$ cat src/rtl/s2p_word_fifo.sv
// Circular word buffer behind the serial-to-parallel converter; show-ahead ready/valid read port.
// Define S2P_WORD_FIFO_DROP_STATS_EN to build the saturating drop_count counter.
module s2p_word_fifo #(
  parameter int DATA_WIDTH    = 64,
  parameter int ADDRESS_WIDTH = 3,
  parameter int DEPTH         = 2**ADDRESS_WIDTH
) (
  input  logic                    clk,
  input  logic                    rst,
  input  logic [DATA_WIDTH-1:0]   in_data,
  input  logic                    in_valid,
  output logic [DATA_WIDTH-1:0]   out_data,
  output logic                    out_valid,
  input  logic                    out_ready,
  output logic [ADDRESS_WIDTH:0]  count,
  output logic                    full,
  output logic                    overflow,
  output logic [7:0]              drop_count
);
  localparam logic [ADDRESS_WIDTH:0] LP_DEPTH = (ADDRESS_WIDTH+1)'(DEPTH);

  logic [DATA_WIDTH-1:0]    r_mem [DEPTH];
  logic [ADDRESS_WIDTH-1:0] r_wr_ptr;
  logic [ADDRESS_WIDTH-1:0] r_rd_ptr;
  logic [ADDRESS_WIDTH:0]   r_count;
  logic                     r_overflow;

  logic w_empty, w_full, w_pop, w_push, w_drop;

  assign w_empty = (r_count == '0);
  assign w_full  = (r_count == LP_DEPTH);
  assign w_pop   = !w_empty && out_ready;
  // A pop frees a slot in the same edge, so a full buffer still accepts the word.
  assign w_push  = in_valid && (!w_full || w_pop);
  assign w_drop  = in_valid && w_full && !w_pop;

  always_ff @(posedge clk) begin
    if (w_push && !rst)
      r_mem[r_wr_ptr] <= in_data;
  end

  always_ff @(posedge clk) begin
    if (rst) begin
      r_wr_ptr   <= '0;
      r_rd_ptr   <= '0;
      r_count    <= '0;
      r_overflow <= 1'b0;
    end else begin
      if (w_push) r_wr_ptr <= r_wr_ptr + 1'b1;
      if (w_pop)  r_rd_ptr <= r_rd_ptr + 1'b1;
      case ({w_push, w_pop})
        2'b10:   r_count <= r_count + 1'b1;
        2'b01:   r_count <= r_count - 1'b1;
        default: r_count <= r_count;
      endcase
      if (w_drop) r_overflow <= 1'b1;
    end
  end

`ifdef S2P_WORD_FIFO_DROP_STATS_EN
  logic [7:0] r_drop_count;
  always_ff @(posedge clk) begin
    if (rst)
      r_drop_count <= '0;
    else if (w_drop && (r_drop_count != 8'hFF))
      r_drop_count <= r_drop_count + 8'd1;
  end
  assign drop_count = r_drop_count;
`else
  assign drop_count = '0;
`endif

  assign out_data  = w_empty ? '0 : r_mem[r_rd_ptr];
  assign out_valid = !w_empty;
  assign count     = r_count;
  assign full      = w_full;
  assign overflow  = r_overflow;
endmodule
$ cat config.mk
export PLATFORM = sky130hd
export DESIGN_NAME = s2p_word_fifo
export DESIGN_NICKNAME = d
export VERILOG_FILES = /design/src/rtl/s2p_word_fifo.sv
export SDC_FILE = /design/constraint.sdc
export NUM_CORES = 1
export LEC_CHECK = 0
export CAP_MARGIN = 40
export CORE_UTILIZATION = 45
export CTS_CLUSTER_SIZE = 25
export DETAILED_ROUTE_END_ITERATION = 6
export PLACE_DENSITY = 0.71
export SLEW_MARGIN = 10
export SYNTH_ARGS = -nofsm -noshare
export SYNTH_HDL_FRONTEND = slang
export SYNTH_SLANG_ARGS = --single-unit
$ cat constraint.sdc
create_clock -name clk -period 11.6 [get_ports clk]
set_clock_uncertainty 0.15 [all_clocks]
set_input_delay 1.74 -clock clk [delete_from_list [all_inputs] [get_ports clk]]
set_output_delay 1.74 -clock clk [all_outputs]
set_load 0.05 [all_outputs]
==> flow_summary.toml, run 1 <==
[final_layout]
final-seq-area_mm2 = 0.0157
multi_input_area_mm2 = 0.00431
fillers = 3312
area_delta_synth_final_pct = 18.5
fin_area_mm2 = 0.0239
fin_nets = 1150
layoutNonFillerInstCount = 1713
drive_gt1_share_pct = 21.1

[place]
io_buffers = 138
dp.cells = 1617
postPlaceCellArea_mm2 = 0.0224
post-dp-hpwl_mm = 21.6
place.gp.congestion = 0.701

[routing]
wl_per_cell_um = 23.3
drt-pass1-iter-count = 4
num_vias = 9365
ant_nets = 0
drt_iter0_markers = 617
routed_wirelength_mm = 39.9
drcViolationCount = 0
viasPerCell = 5.47

[sta]
rsz0062_at_grt = "no"
worstMarginPinSlew_ns = 0.862
slew_headroom_pct = 42.4
period_share_pct = 49.8
hold_viol = 0
max_freq_ghz = 0.173
finalCriticalPeriod_ns = 5.78
setup_violations = 0
drv_slew = 0
tns_ns = 0

[floorplanning]
start_util_pct = 45.7
die_w_um = 214
core_mm2 = 0.0442
dieArea_mm2 = 0.0458
row_count = 77
chipHeight_um = 214
io_pins = 147

[yosys]
avgSynthCellArea_um2 = 22.2
ys_types = 38
synth_common_cells = "edfxtp_1, mux4_2, nor2_1"
synthDominantCellAreaShare_pct = 76.1
ys_warn_count = 0
yosysMostFrequentCell = "edfxtp_1"
ys.flop_type = "edfxtp_1"
ys_ff_latch = 526
async_flop_share_pct = 0
synthCells = 910
seq_area_frac_synth_pct = 77.5
syn-cell-area_mm2 = 0.0202
synth-edff-count = 512
synth_area_leaders = "edfxtp_1, mux4_2, mux2i_1"
synth_top_area_cell = "edfxtp_1"

[job]
cap_violations = 0

[hold_path]
hp-class = "reg2reg"
min_path_cells = 2

[setup_path]
cp_data_arrival_time_ns = 3.89
start_kind = "flip-flop"
crit_required_ns = 9.71
path_class = "reg2out"
end_kind = "output pin"
path_cells = "buf_12 -> buf_4 -> mux4_2 -> mux2i_1 -> nor2_1 -> clkdlybuf4s50_1"
crit_slowest_cell = "clkdlybuf4s50_1"
critPathMaxFanout = 39
reg2regPathDepth = 6
critPathMaxStageDelay_ns = 0.74

[global_route]
antenna_found_initial = 5
grt_pass1_wl_mm = 60.9
grt_pass1_vias = 10000
grt_max_degree = 45
grtUsageTotal_pct = 17.8
grt_overflow_total = 0

[clock_network]
htree_levels = 2
worstSkewPairLatency_ns = 0.58
cts_setup_buffers = 0
cts_tree = "done"
cts_resized = 0
clock_path_buffers = 3
cts_buffers = 52
postCtsHoldBufs = 0
path_clk_slew_ns = 0.06
cts-root-buf = "clkbuf_16"
clock_sinks = 526

[outcome]
status = "complete, no violations"

[pwr]
powerDensity_mw_per_mm2 = 222
ir_drop_v = 0.000185
p_leak_nw = 7.27
sequential cells by signal, summed over array words and instances, names as in the netlist, named ones only:
| signal | count |
|---|---|
| r_mem | 512 |
| count | 4 |
| r_rd_ptr | 3 |
| r_wr_ptr | 3 |
| overflow | 1 |
metrics by stage:
step	total power [W]	util, %	setup slack, ns	hold slack, ns
floorplan	0.00334	-	2.14	0.304
global placement	0.00382	50.4	5.97	0.352
detailed placement	0.00384	50.7	6.31	0.339
CTS	0.00538	54.1	5.69	0.364
global route	0.00551	54.1	5.53	0.417
finish	0.00532	54.1	5.82	0.361
critical path, delay by kind of cell (launching register included):
| family | cells | cell delay, ns |
|---|---|---|
| buffers and inverters | 3 | 1.70 |
| flip-flops | 1 | 0.63 |
| multiplexers | 2 | 0.79 |
| AND/OR/NAND/NOR | 1 | 0.10 |
final timing paths:
| kind | startpoint | end | slack [ns] |
|---|---|---|---|
| max reg2reg | count[1] | r_mem[5][12] | 8.11 |
| max | flip-flop | out_data[13] | 5.82 |
| min | overflow | overflow | 0.36 |
| min reg2reg | overflow | overflow | 0.36 |
cell type report:
cell class	instances	area share (%)
tap	592	3.09
timing repair buffer	165	6.97
sequential	526	65.4
clock buffer	70	5.81
multi-input combinational	330	18.0
antenna	5	0.0523
clock inverter	21	0.601
inverter	4	0.0627
cell families after synthesis:
kind of cell	after synthesis	synth area share [%]
other	1	0.0186
muxes	193	17.5
DFF	526	77.5
buffers and inverters	61	1.63
xor gates and xnor gates	8	0.347
and+or+nand+nor	106	2.30
AOI/OAI and AO/OA	12	0.563
adders and majority gates	3	0.186
metal layers:
metal | vias up | part of all wire (%) | GRT usage, %
met5 | - | 0 | 0
met3 | 54 | 5.2 | 3.72
met4 | 0 | 2.0 | 5.06
met1 | 4983 | 45 | 24.7
met2 | 240 | 48 | 28.5
li1 | 4088 | - | -
placed cells by master (no fill, tap or decap), types with 11 or more instances in the layout:
cell             netlist  final
buf_4                 19     22
clkbuf_1              14     17
clkbuf_16              0     53
clkdlybuf4s50_1        0    138
clkinv_1               0     11
dfxtp_1               14     11
edfxtp_1             512    512
mux2i_1               65     65
mux4_2               128    128
nor2_1                78     76
where the power goes:
group          internal (W)  switching (W)  total (W)  leakage (nW)
registers           0.00212      0.0000546    0.00218          4.74
clock network      0.000877       0.000659    0.00154         0.746
logic              0.000614       0.000990    0.00160          1.78
total               0.00361        0.00170    0.00532          7.27
Note: power is estimated with default switching activity, not from simulation.
==> run 2: changes to the inputs <==
Settings changed: PLACE_DENSITY 0.71 to 0.73.
Clock period 11.6 ns to 5.15 ns, I/O delays scaled along.
==> run 2 against run 1 <==
Against the previous run: worst setup slack got worse by 5.0 ns; global-route usage increased by 0.38 points; wire length increased by 2.3%; critical endpoint is now out_data[63]; critical path type unchanged; core utilization increased by 0.23 points; sequential cell count unchanged; critical path depth decreased by 1; non-clock buffer count increased by 2; combinational power increased by 130%; worst hold slack got worse by 0.026 ns.
==> flow_summary.toml, run 2 (synthesized netlist as in run 1, its figures left out) <==
[pwr]
p_seq_share_pct = 40.9
powerDensity_mw_per_mm2 = 501
p_leak_nw = 7.30
p_sw_w = 0.00385
p_clk_share_pct = 29.2
internal_power_w = 0.00819
ir_drop_v = 0.000496
combPwrFrac_pct = 29.9
switching_share_pct = 32.0

[setup_path]
cp_data_arrival_time_ns = 3.42
start_kind = "flip-flop"
timing.rr.start = "count[2]"
r2r_slack_ns = 2.25
r2r-end = "r_mem[6][33]"
reg2regPathDepth = 6
critPathMaxFanout = 28
path_class = "reg2out"
end_kind = "output pin"
crit_required_ns = 4.23

[floorplanning]
dieArea_mm2 = 0.0458
io_pins = 147
core_mm2 = 0.0442
start_util_pct = 45.7
die_w_um = 214
row_count = 77
chipHeight_um = 214

[global_route]
grt_max_degree = 67
antenna_found_initial = 5
grtUsageTotal_pct = 18.1
grt_pass1_wl_mm = 62.1
grt_overflow_total = 0
grt_pass1_vias = 10100

[routing]
ant_nets = 0
routed_wirelength_mm = 40.8
viasPerCell = 5.50
drt-pass1-iter-count = 4
wl_per_cell_um = 23.8
drt_iter0_markers = 666
num_vias = 9434
drcViolationCount = 0

[sta]
max_freq_ghz = 0.230
worstMarginPinSlew_ns = 0.871
final.setup.worst_slack_ns = 0.810
finalCriticalPeriod_ns = 4.34
drv_slew = 0
hold_viol = 0
period_share_pct = 84.3
slew_headroom_pct = 42.0
rsz0062_at_grt = "no"
whs_ns = 0.335
setup_violations = 0

[hold_path]
whs_endpoint = "overflow"
hp-start = "overflow"
min_path_cells = 2
hp-class = "reg2reg"

[place]
io_buffers = 138
post-dp-hpwl_mm = 21.3
place.gp.congestion = 0.699
dp_slack_ns = 1.34

[final_layout]
area_delta_synth_final_pct = 19.0
final_common_cell = "edfxtp_1"
largest_reg_flops = 512
final_cell_mix = "edfxtp_1, clkdlybuf4s50_1, mux4_2, nor2_1, mux2i_1"
fin_nets = 1152
drive_gt1_share_pct = 21.3
fillers = 3316
top_register = "r_mem"

[clock_network]
clock_path_buffers = 3
postCtsHoldBufs = 0
cts-root-buf = "clkbuf_16"
cts_resized = 0
cts_setup_buffers = 0
worstSkewPairLatency_ns = 0.57
htree_levels = 2
path_clk_slew_ns = 0.06
cts_tree = "done"
clock_sinks = 526
cts_buffers = 52

[job]
cap_violations = 0

[outcome]
status = "complete, no violations"
==> run 2: changes by cell type in the layout (fill, tap and decap cells not counted), moves of 2 or more <==
cell	previous run	this run
clkinv_1	11	19
clkbuf_1	17	10
buf_12	2	9
nor4_4	1	3
buf_4	22	20
clkinv_2	7	5
buf_16	3	0
nor4_2	2	0
diode_2	5	3
==> run 2: cell type report <==
type | instances | area (µm²) | area share (%)
sequential | 526 | 15700 | 65.1
multi-input combinational | 330 | 4340 | 18.0
timing repair buffer | 167 | 1710 | 7.12
clock buffer | 63 | 1360 | 5.67
tap | 592 | 741 | 3.08
clock inverter | 29 | 201 | 0.838
inverter | 4 | 15.0 | 0.0624
antenna | 3 | 7.51 | 0.0312
==> run 2: power groups by stage <==
stage	Sequential, W	Clock, W	Combinational, W
floorplan	0.00494	0	0.00259
global placement	0.00501	0	0.00362
detailed placement	0.00501	0	0.00365
CTS	0.00493	0.00359	0.00366
global route	0.00494	0.00375	0.00379
finish	0.00492	0.00351	0.00360
==> run 2: worst max-delay path by stage <==
stage | start | to | depth (start not counted)
final | flip-flop | out_data[63] | 5
after global routing | flip-flop | out_data[63] | 5
after CTS | flip-flop | out_data[63] | 5
after detailed placement | flip-flop | out_data[63] | 5
after global placement | flip-flop | out_data[63] | 5
after floorplan | count[2] | r_mem[1][0] | 4
==> run 2: layer usage <==
layer,wire length (µm),track usage [%],up-vias
li1,-,-,4083
met1,18000,25.2,5028
met2,19800,29.2,252
met3,2140,3.84,67
met4,882,5.06,4
met5,22,0,-
==> run 2: metrics by stage <==
step                TNS, ns  power, W  instance area (µm²)  instances  util [%]
CTS                       0    0.0122                24000       1711      54.4
detailed placement        0   0.00866                22500       1619      50.8
floorplan           -166.22   0.00753                20300        917         -
global route              0    0.0125                24000       1712      54.4
global placement          0   0.00863                22500       1618      50.8
finish                    0    0.0120                24000       1714      54.4
==> run 2: critical path, cell delays in order (launching register included) <==
cell and delay, ns:
dfxtp_4 0.75, buf_4 0.50, mux4_2 0.55, mux2i_1 0.23
nor2_1 0.08, clkdlybuf4s50_1 0.72
==> run 3: changes to the inputs <==
Settings changed: PLACE_DENSITY 0.73 to 0.71.
Clock period 5.15 ns to 4.4 ns, I/O delays scaled along.
==> run 3 against run 2 <==
Against the previous run: die area stayed put; first-iteration DRC count is 0.15% lower; highest routed layer unchanged; design area is 0.36% higher; register-to-register slack worse by 0.66 ns; critical path type unchanged; total power is 19% higher; combinational power is 19% higher.
==> flow_summary.toml, run 3 (synthesized netlist as in run 1, its figures left out) <==
[setup_path]
start_kind = "flip-flop"
end_kind = "output pin"
r2r_slack_ns = 1.59
critPathMaxStageDelay_ns = 0.72
cp_top_family = "buffers and inverters"
crit_slowest_cell = "clkdlybuf4s50_1"
crit_required_ns = 3.59
reg2regPathDepth = 6
critPathMaxFanout = 53
cp_num_buf_inv = 2
path_depth = 5
crit_path_end = "out_data[19]"
path_cells = "buf_12 -> mux4_2 -> mux2i_1 -> nor2_1 -> clkdlybuf4s50_1"
r2r-end = "r_mem[6][14]"
timing.rr.start = "count[2]"
cp_data_arrival_time_ns = 3.09
path_class = "reg2out"

[floorplanning]
core_mm2 = 0.0442
dieArea_mm2 = 0.0458
io_pins = 147
row_count = 77
start_util_pct = 45.7
chipHeight_um = 214
die_w_um = 214

[final_layout]
multi_input_area_mm2 = 0.00434
drive_gt1_share_pct = 21.8
top_register = "r_mem"
final_cell_mix = "edfxtp_1, clkdlybuf4s50_1, mux4_2, nor2_1, mux2i_1"
fin_nets = 1146
largest_reg_flops = 512
area_delta_synth_final_pct = 19.4
final-seq-area_mm2 = 0.0157
fillers = 3324
final_common_cell = "edfxtp_1"

[clock_network]
clock_sinks = 526
cts-root-buf = "clkbuf_16"
cts_resized = 0
clock_path_buffers = 3
postCtsHoldBufs = 0
htree_levels = 2
cts_buffers = 52
worstSkewPairLatency_ns = 0.59
cts_setup_buffers = 0
path_clk_slew_ns = 0.06
cts_tree = "done"

[sta]
tns_ns = 0
drv_slew = 0
worstMarginPinSlew_ns = 0.615
slew_headroom_pct = 59.0
period_share_pct = 88.7
setup_violations = 0
hold_viol = 0
whs_ns = 0.342
finalCriticalPeriod_ns = 3.90
max_freq_ghz = 0.256
rsz0062_at_grt = "no"

[routing]
viasPerCell = 5.41
drcViolationCount = 0
num_vias = 9249
wl_per_cell_um = 23.1
drt-pass1-iter-count = 7
drt_iter0_markers = 665
routed_wirelength_mm = 39.5
ant_nets = 0

[pwr]
powerDensity_mw_per_mm2 = 592
p_total_w = 0.0143
ir_drop_v = 0.000642
p_leak_nw = 7.34

[place]
place.gp.congestion = 0.718
post-dp-hpwl_mm = 20.8
io_buffers = 138

[global_route]
grt_overflow_total = 0
grt_pass1_wl_mm = 60.6
grtUsageMet1_pct = 24.5
antenna_found_initial = 5
use_met2_pct = 28.4
met3_usage_pct = 3.97
grt_pass1_vias = 9959
grtUsageTotal_pct = 17.6
grt.busiest_layer = "met2"
grt_max_degree = 67

[job]
cap_violations = 0

[hold_path]
hp-class = "reg2reg"

[outcome]
status = "complete, no violations"
## run 3: how the worst min path moves through the flow
stage / from / to / depth (start not counted)
floorplan: r_rd_ptr[1] / flip-flop / 2
global route: overflow / overflow / 2
CTS: overflow / overflow / 2
detailed placement: overflow / overflow / 2
finish: overflow / overflow / 2
global placement: overflow / overflow / 2
## run 3: final cells by class
class | instances | area share [%]
antenna | 1 | 0.0104
clock buffer | 71 | 5.81
clock inverter | 25 | 1.14
inverter | 4 | 0.0622
multi-input combinational | 330 | 18.0
sequential | 526 | 64.9
tap | 592 | 3.07
timing repair buffer | 161 | 7.01
## run 3: report_power, final
group	total, W	internal [W]	switching [W]
clock	0.00432	0.00253	0.00179
sequential	0.00568	0.00560	0.0000882
combinational	0.00428	0.00163	0.00265
## run 3: worst reg2reg max path, cell delays in order (launching register included)
cell and delay (ns):
dfxtp_1 0.59, or4b_4 0.26, inv_2 0.05, a21boi_1 0.31, nand2_1 0.31, nor3_4 0.25, buf_4 0.50
## run 3: per-layer routing
metal  vias to the layer above  wire, µm
li1                       4081         -
met1                      4873     17200
met2                       240     19500
met3                        47      2350
met4                         8       514
met5                         -        52
## run 3: stage by stage
step | setup slack [ns] | util, % | std cells | instance area, µm²
floorplan | -1.86 | - | 917 | 20300
global placement | 1.01 | 50.8 | 1613 | 22500
detailed placement | 0.989 | 50.8 | 1613 | 22500
CTS | 0.408 | 54.6 | 1709 | 24100
global route | 0.294 | 54.6 | 1709 | 24100
finish | 0.498 | 54.6 | 1710 | 24100
